File: src/rtl/division_pkg.sv
// Shared definitions for the restoring divider: default width and FSM encodings.
package division_pkg;

    localparam int unsigned DIV_WIDTH_DEFAULT = 4;

    typedef enum logic [1:0] {
        ST_IDLE = 2'd0,
        ST_ITER = 2'd1,
        ST_SIGN = 2'd2,
        ST_DONE = 2'd3
    } div_state_e;

endpackage : division_pkg

File: src/rtl/division_restore_step.sv
// One restoring shift-subtract step: shift in the next dividend bit, subtract the divisor if it fits.
module division_restore_step #(
    parameter int unsigned WIDTH = 4
) (
    input  logic [WIDTH-1:0] rem_i,
    input  logic             bit_i,
    input  logic [WIDTH-1:0] divisor_i,
    output logic [WIDTH-1:0] rem_o,
    output logic             q_o
);

    logic [WIDTH:0] trial;
    logic [WIDTH:0] diff;

    // The partial remainder is always below the divisor, so the MSB of diff is a clean borrow flag.
    always_comb begin
        trial = {rem_i, bit_i};
        diff  = trial - {1'b0, divisor_i};
        q_o   = ~diff[WIDTH];
        rem_o = diff[WIDTH] ? trial[WIDTH-1:0] : diff[WIDTH-1:0];
    end

endmodule : division_restore_step

File: src/rtl/division_restoring_core.sv
// Signed restoring divider, one quotient bit per cycle, started by a rising edge of complement1_finish.
// Optional overflow flag (-2^(WIDTH-1) / -1) enabled with macro DIVISION_OVERFLOW_DET_EN.
module division_restoring_core
    import division_pkg::*;
#(
    parameter int unsigned WIDTH = DIV_WIDTH_DEFAULT
) (
    input  logic             clk,
    input  logic             rst,
    input  logic [WIDTH-1:0] first_nr,
    input  logic [WIDTH-1:0] second_nr,
    input  logic             complement1_finish,
    output logic [WIDTH-1:0] quotient,
    output logic [WIDTH-1:0] remainder,
    output logic             div_by_zero,
    output logic             division_finish
`ifdef DIVISION_OVERFLOW_DET_EN
    ,
    output logic             div_overflow
`endif
);

    localparam int unsigned CNT_W = $clog2(WIDTH + 1);

    div_state_e       state_q, state_d;
    logic             cf_prev_q;
    logic [WIDTH-1:0] dividend_q, dividend_d;
    logic [WIDTH-1:0] divisor_q, divisor_d;
    logic [WIDTH-1:0] rem_q, rem_d;
    logic [WIDTH-1:0] quo_q, quo_d;
    logic [CNT_W-1:0] cnt_q, cnt_d;
    logic             sign_n_q, sign_n_d;
    logic             sign_d_q, sign_d_d;
    logic [WIDTH-1:0] quotient_q, quotient_d;
    logic [WIDTH-1:0] remainder_q, remainder_d;
    logic             dbz_q, dbz_d;
    logic             fin_q, fin_d;
`ifdef DIVISION_OVERFLOW_DET_EN
    logic             ovf_q, ovf_d;
`endif

    logic             start_c;
    logic [WIDTH-1:0] step_rem;
    logic             step_q;

    assign start_c = complement1_finish & ~cf_prev_q;

    division_restore_step #(
        .WIDTH(WIDTH)
    ) u_step (
        .rem_i    (rem_q),
        .bit_i    (dividend_q[WIDTH-1]),
        .divisor_i(divisor_q),
        .rem_o    (step_rem),
        .q_o      (step_q)
    );

    // Next-state and datapath control.
    always_comb begin
        state_d     = state_q;
        dividend_d  = dividend_q;
        divisor_d   = divisor_q;
        rem_d       = rem_q;
        quo_d       = quo_q;
        cnt_d       = cnt_q;
        sign_n_d    = sign_n_q;
        sign_d_d    = sign_d_q;
        quotient_d  = quotient_q;
        remainder_d = remainder_q;
        dbz_d       = dbz_q;
        fin_d       = fin_q;
`ifdef DIVISION_OVERFLOW_DET_EN
        ovf_d       = ovf_q;
`endif
        case (state_q)
            ST_IDLE: begin
                if (start_c) begin
`ifdef DIVISION_OVERFLOW_DET_EN
                    ovf_d = 1'b0;
`endif
                    if (second_nr == '0) begin
                        quotient_d  = '0;
                        remainder_d = first_nr;
                        dbz_d       = 1'b1;
                        fin_d       = 1'b1;
                        state_d     = ST_DONE;
                    end else begin
                        // -2^(WIDTH-1) negates to itself, which is the correct unsigned magnitude.
                        dividend_d = first_nr[WIDTH-1] ? (~first_nr + WIDTH'(1)) : first_nr;
                        divisor_d  = second_nr[WIDTH-1] ? (~second_nr + WIDTH'(1)) : second_nr;
                        sign_n_d   = first_nr[WIDTH-1];
                        sign_d_d   = second_nr[WIDTH-1];
                        rem_d      = '0;
                        quo_d      = '0;
                        cnt_d      = '0;
                        state_d    = ST_ITER;
                    end
                end
            end
            ST_ITER: begin
                dividend_d = dividend_q << 1;
                rem_d      = step_rem;
                quo_d      = {quo_q[WIDTH-2:0], step_q};
                cnt_d      = cnt_q + CNT_W'(1);
                if (cnt_q == CNT_W'(WIDTH - 1)) begin
                    state_d = ST_SIGN;
                end
            end
            ST_SIGN: begin
                quotient_d  = (sign_n_q ^ sign_d_q) ? (~quo_q + WIDTH'(1)) : quo_q;
                remainder_d = sign_n_q ? (~rem_q + WIDTH'(1)) : rem_q;
                dbz_d       = 1'b0;
                fin_d       = 1'b1;
`ifdef DIVISION_OVERFLOW_DET_EN
                // Magnitude 2^(WIDTH-1) over 1 with both operands negative is exactly min / -1.
                ovf_d = sign_n_q & sign_d_q & (divisor_q == WIDTH'(1))
                      & (quo_q == {1'b1, {(WIDTH-1){1'b0}}});
`endif
                state_d     = ST_DONE;
            end
            ST_DONE: begin
                if (!complement1_finish) begin
                    fin_d   = 1'b0;
                    state_d = ST_IDLE;
                end
            end
            default: state_d = ST_IDLE;
        endcase
    end

    // State and datapath registers; the edge detector resets high so a held level is not a start.
    always_ff @(posedge clk or negedge rst) begin
        if (!rst) begin
            state_q     <= ST_IDLE;
            cf_prev_q   <= 1'b1;
            dividend_q  <= '0;
            divisor_q   <= '0;
            rem_q       <= '0;
            quo_q       <= '0;
            cnt_q       <= '0;
            sign_n_q    <= 1'b0;
            sign_d_q    <= 1'b0;
            quotient_q  <= '0;
            remainder_q <= '0;
            dbz_q       <= 1'b0;
            fin_q       <= 1'b0;
`ifdef DIVISION_OVERFLOW_DET_EN
            ovf_q       <= 1'b0;
`endif
        end else begin
            state_q     <= state_d;
            cf_prev_q   <= complement1_finish;
            dividend_q  <= dividend_d;
            divisor_q   <= divisor_d;
            rem_q       <= rem_d;
            quo_q       <= quo_d;
            cnt_q       <= cnt_d;
            sign_n_q    <= sign_n_d;
            sign_d_q    <= sign_d_d;
            quotient_q  <= quotient_d;
            remainder_q <= remainder_d;
            dbz_q       <= dbz_d;
            fin_q       <= fin_d;
`ifdef DIVISION_OVERFLOW_DET_EN
            ovf_q       <= ovf_d;
`endif
        end
    end

    assign quotient        = quotient_q;
    assign remainder       = remainder_q;
    assign div_by_zero     = dbz_q;
    assign division_finish = fin_q;
`ifdef DIVISION_OVERFLOW_DET_EN
    assign div_overflow    = ovf_q;
`endif

endmodule : division_restoring_core

File: config.mk
export PLATFORM = sky130hd
export DESIGN_NAME = division_restoring_core
export DESIGN_NICKNAME = d
export VERILOG_FILES = /design/src/rtl/division_pkg.sv /design/src/rtl/division_restore_step.sv /design/src/rtl/division_restoring_core.sv
export SDC_FILE = /design/constraint.sdc
export NUM_CORES = 1
export LEC_CHECK = 0
export CORE_MARGIN = 10
export CORE_UTILIZATION = 28
export CTS_BUF_LIST = sky130_fd_sc_hd__clkbuf_16
export DETAILED_ROUTE_END_ITERATION = 10
export PLACE_DENSITY = 0.46
export SYNTH_ARGS = -nofsm -noshare
export SYNTH_HDL_FRONTEND = slang
export SYNTH_SLANG_ARGS = --single-unit
File: constraint.sdc
create_clock -name clk -period 2.4 [get_ports clk]
set_clock_uncertainty 0.2 [all_clocks]
set_input_delay 0.48 -clock clk [delete_from_list [all_inputs] [get_ports clk]]
set_output_delay 0.48 -clock clk [all_outputs]
set_load 0.01 [all_outputs]
# After elaboration in Yosys (flattened, before gate mapping)
# Index checks and enable logic that the tools add are counted.
# classes
add_sub_neg	6
n_eq_ne	9
mux	31
n_bitwise	9
reduce_logical	10
# ops
cell	count
$mux W4	13
$pmux W4 S2	5
$add A4 B1 Y4 const B	4
$not A4 Y4	4
$reduce_and A3 Y1	4
$ne A2 B2 Y1 const B	5
$mux W2	4
$pmux W2 S4	1
$mux W3	2
$pmux W3 S2	1
$sub A5 B4 Y5	1
$eq A2 B2 Y1 const B	2
$logic_not A4 Y1	1
$reduce_and A4 Y1	1
$reduce_bool A2 Y1	2
$add A3 B1 Y3 const B	1
$eq A3 B2 Y1 const B	1
$mux W1	3
$not A1 Y1	3
$pmux W1 S3	1
$reduce_bool A3 Y1	1
$eq A2 B1 Y1 const B	1
$logic_not A2 Y1	1
$pmux W1 S2	1
other kinds (2)	2
# totals
register_bits	34
out_inout_bits	10
wordCells	78

# Longest topological paths before layout
# logic_depth
depth_word	6
ltp_mapped	8
ltp_nobuf	8

# Hierarchy
# From an unflattened synthesis, not the netlist that was laid out.
# unflattened
cells_unflattened	185
area_unflattened_um2	2014.4
# modules_own_cells
module	instances	cells_per_inst	area_per_inst_um2	seq_area_each_um2
division_restoring_core	1	161	1813.0	852.1
division_restore_step	1	24	201.4	0.0

# Least setup slack after synthesis
# OpenSTA, ideal clock, no wires.
# synth_path
kind	reg2reg
start	register divisor_q[0]
end	register rem_q[0]
setup_time_ns	0.121
arrival_ns	1.804
t_required_ns	2.079
setup_slack_ns	0.275
stages_incl_launch_ff	8
path_buffers	0
period_less_slack_ns	2.125
cell_sequence	dfrtp_1 ha_1 fa_1 nand2b_1 a21oi_1 xnor2_2 mux2i_1 a22o_2
# synth_via
elab_chain_len	3
# synth_rtl
item	line	text
start, declared	division_restoring_core.sv:28	logic [WIDTH-1:0] divisor_q, divisor_d;
start signal, assigned	division_restoring_core.sv:154	divisor_q <= divisor_d;
$sub A5 B4 Y5	division_restore_step.sv:18	diff = trial - {1'b0, divisor_i};
$mux W4	division_restore_step.sv:20	rem_o = diff[WIDTH] ? trial[WIDTH-1:0] : diff[WIDTH-1:0];
$pmux W4 S2	division_restoring_core.sv:75	case (state_q)
end signal, assigned	division_restoring_core.sv:155	rem_q <= rem_d;
end, declared	division_restoring_core.sv:29	logic [WIDTH-1:0] rem_q, rem_d;
# Every way passes these cells.
# A chain may end at the register's enable or synchronous reset.

# Worst setup path after layout
# layout_path
start	register dividend_q[3]
end	register rem_q[2]
# layout_via
elab_chain_len	3
# layout_rtl
item	line	text
start, declared	division_restoring_core.sv:27	logic [WIDTH-1:0] dividend_q, dividend_d;
start signal, assigned	division_restoring_core.sv:153	dividend_q <= dividend_d;
$sub A5 B4 Y5	division_restore_step.sv:18	
$mux W4	division_restore_step.sv:20	
$pmux W4 S2	division_restoring_core.sv:75	
# Every way passes these cells.

==> metrics.md <==
| Metric | Value |
|---|---|
| Delay of the slowest critical-path stage | approximately 0.40 ns |
| Kind of critical path | reg -> reg |
| Seq/Total Area, Yosys | 0.437 |
| H-tree depth | 2 |
| Via density | between 4 and 5 |
| Area Overhead vs Synth | 28.9% |
| DP Cell Count | approximately 320 |
| Crit. End Element | register |
| Fin crit period | 2.26 ns |
| Post-DP HPWL | between 3000 and 4000 um |
| Root buffer cell | clkbuf_16 |
| Diode count | 0 |
| Net count reported at finish | roughly 260 |
| TritonCTS Buffers | 5 |
| Ys async rst share | 1.00 |
| Ys flop type | dfrtp_1 |
| Sequential power share | 0.300 |
| Wire per inst | between 10 and 15 um |
| Cell chain of the critical path | inv_1 -> ha_1 -> fa_1 -> nand2b_1 -> a21oi_4 -> xnor2_4 -> mux2i_1 -> o21ai_0 |
| Non-filler instance count after layout | about 330 |
| Total global routing track utilization | 0.0919 |
| #FFs+latches synth | 34 |
| Die area | 10700 sq um |
| Share of layout cells above drive strength 1 | 0.174 |
| Cts hold-fix bufs | 0 |
| Max-Cap Viols | 0 |
| Total power | about 3.4 mW |
| Post-cts sizing count | 0 |
| WP data arrival | 2.20 ns |
| Drt drc | 0 |
| Post-synth EDFFs | 0 |
| CTS tree | done |
| Sw Pwr | roughly 1.3 mW |
| Max Fclk | ~440 MHz |
| Row Count | 30 |
| Die extent in x | approximately 100 um |
| Post-Syn Area | about 2000 sq um |
| First-pass GRT wire length | ~7500 um |
| Pint | about 2.1 mW |
| Least-Margin Pin Slew | between 0.7 and 0.8 ns |
| Syn Inst Count | a little under 200 |
| Final WL | 4280 um |
| Fin crit share | 0.941 |
| Final setup fails | 0 |
| Total global routing overflow | 0 |
| Placer Congestion | around 0.73 |
| Port-buffer cells | 20 |
| CTS max path bufs | 2 |
| Synth area leaders | dfrtp_1 42%, ha_1 9.6%, o21ai_0 5.9% |
| Max-slew violations | 0 |
| Synth Net Count | about 230 |
| Initial Utilization | 0.287 |
| RSZ-0062 raised after global routing | false |
| Via count | ~1500 |
| Drt first pass iters | 4 |
| Clock share of power | 0.185 |
| Initial antenna violation count | 0 |
| Clk_lat worst skew | approximately 0.28 ns |
| Worst path slowest cell | fa_1 |
| Worst min path class | in -> async |
| Outcome | completed |
| Hold_ws | between 0.07 and 0.08 ns |
| Initial drt markers | just over 60 |
| Count of cell types in the netlist | 39 |
| Critical path launch point type | register |
| Die Y | approximately 100 um |
| Most common cell in the netlist | dfrtp_1 |
| Post-CTS setup buffer count | 0 |
| Sink Count | 34 |
| Core area | between 6000 and 7000 sq um |
| Vias in the first global route | around 1500 |
| Worst-path clk slew | approximately 0.060 ns |
| Largest net degree at the start of global routing | 35 |
| Switching part of the total | 0.390 |
| LEAKAGE | about 1.1 nW |
| Mean Syn Cell Area | about 9.8 sq um |
| Top cells by count, synth | 33 x dfrtp_1, 28 x nand2_1, 23 x o21ai_0 |
| Max-slew headroom | 0.470 |
| Post-synth top area cell | dfrtp_1 |
| Worst VDD drop | between 0.4 and 0.5 mV |
| Detail Route Antenna Nets | 0 |
| Fin. Hold Viols | 0 |
| Crit-path max FO | 6 |
| CP required | 2.35 ns |
| Cell Pwr Density | 1350 nW/um^2 |
| Yosys warns | 0 |
| Logic pwr share | 0.515 |
| Boundary pin count | 21 |
| Top-area cell type share of the netlist area | 0.423 |
-- through the flow --
step,util,setup WS [ns],TNS (ns),instance area [sq um]
2_1_floorplan,-,0.275,0,1950
6_report,0.370,0.142,0,2520
3_3_place_gp,0.346,-0.0845,-0.628,2350
5_1_grt,0.370,0.0303,0,2520
4_1_cts,0.367,0.0903,0,2490
3_5_place_dp,0.346,-0.110,-0.945,2350
-- cells by family after synthesis --
kind of cell | Yosys count | synth area share
AND/OR/NAND/NOR | 52 | 0.128
AO/OA/AOI/OAI | 50 | 0.161
flip-flops | 34 | 0.437
buffers and inverters | 25 | 0.0551
adder cells (fa/ha/maj) | 16 | 0.106
multiplexers | 12 | 0.0641
XOR/XNOR | 10 | 0.0487
-- final timing paths --
check | start | to | slack (ns) | cells past startpoint
worst max-delay path | dividend_q[3] | rem_q[2] | 0.14 | 8
worst min-delay path | rst | cnt_q[1] | 0.08 | 1
worst max register to register | dividend_q[3] | rem_q[2] | 0.14 | 8
worst min register to register | quotient[3] | quotient[3] | 0.28 | 2
max in group asynchronous | rst | sign_d_q | 1.41 | 1
min in group clk | quotient[3] | quotient[3] | 0.28 | 2
-- layout make-up --
type	count	area, sq um
Clock inverter	3	16.3
Clock buffer	5	125
Inverter	18	67.6
Fill cell	718	4280
Tap cell	96	120
Sequential cell	34	852
Multi-Input combinational cell	140	1010
Timing Repair Buffer	35	320
-- power groups by stage --
stage,combinational (mW),clock (mW),sequential [mW]
2_1_floorplan,1.13,0,1.02
4_1_cts,1.72,0.647,1.02
3_5_place_dp,1.71,0,1.03
5_1_grt,2.00,0.676,1.06
6_report,1.75,0.627,1.02
3_3_place_gp,1.70,0,1.03
-- layer usage --
| metal | track usage | part of all wire |
|---|---|---|
| met1 | 0.122 | 0.50 |
| met2 | 0.133 | 0.43 |
| met3 | 0.0332 | 0.058 |
| met4 | 0.0353 | 0.014 |
| met5 | 0 | 0 |
-- registers in the layout, summed over array words and instances, names as in the netlist --
signal	flops
cf_prev_q	1
cnt_q	3
div_by_zero	1
dividend_q	4
division_finish	1
divisor_q	4
quo_q	4
quotient	4
rem_q	4
remainder	4
sign_d_q	1
sign_n_q	1
state_q	2
-- worst max-delay path, delay by kind of cell (launching register included) --
kind	cells	cell delay [ns]
AO/OA/AOI/OAI	2	0.30
multiplexers	1	0.21
adder cells (fa/ha/maj)	2	0.61
AND/OR/NAND/NOR	1	0.20
flip-flops	1	0.35
buffers and inverters	1	0.06
XOR/XNOR	1	0.18
-- cell usage in the layout (no fill, tap or decap), types with 2 or more instances in the layout --
cell	count
o211ai_1	2
xnor2_1	6
mux2i_1	8
nand2b_1	2
o31ai_1	2
clkbuf_16	5
buf_4	14
a22o_2	4
a21oi_4	2
nor2_1	10
xor2_1	3
a21oi_1	8
dfrtp_1	33
nor3_1	2
mux2_2	4
o21ai_1	3
inv_1	18
ha_1	15
nor2b_1	3
clkdlybuf4s50_1	19
o21ai_0	23
nand2_1	28
Note: power is estimated with default switching activity, not from simulation.
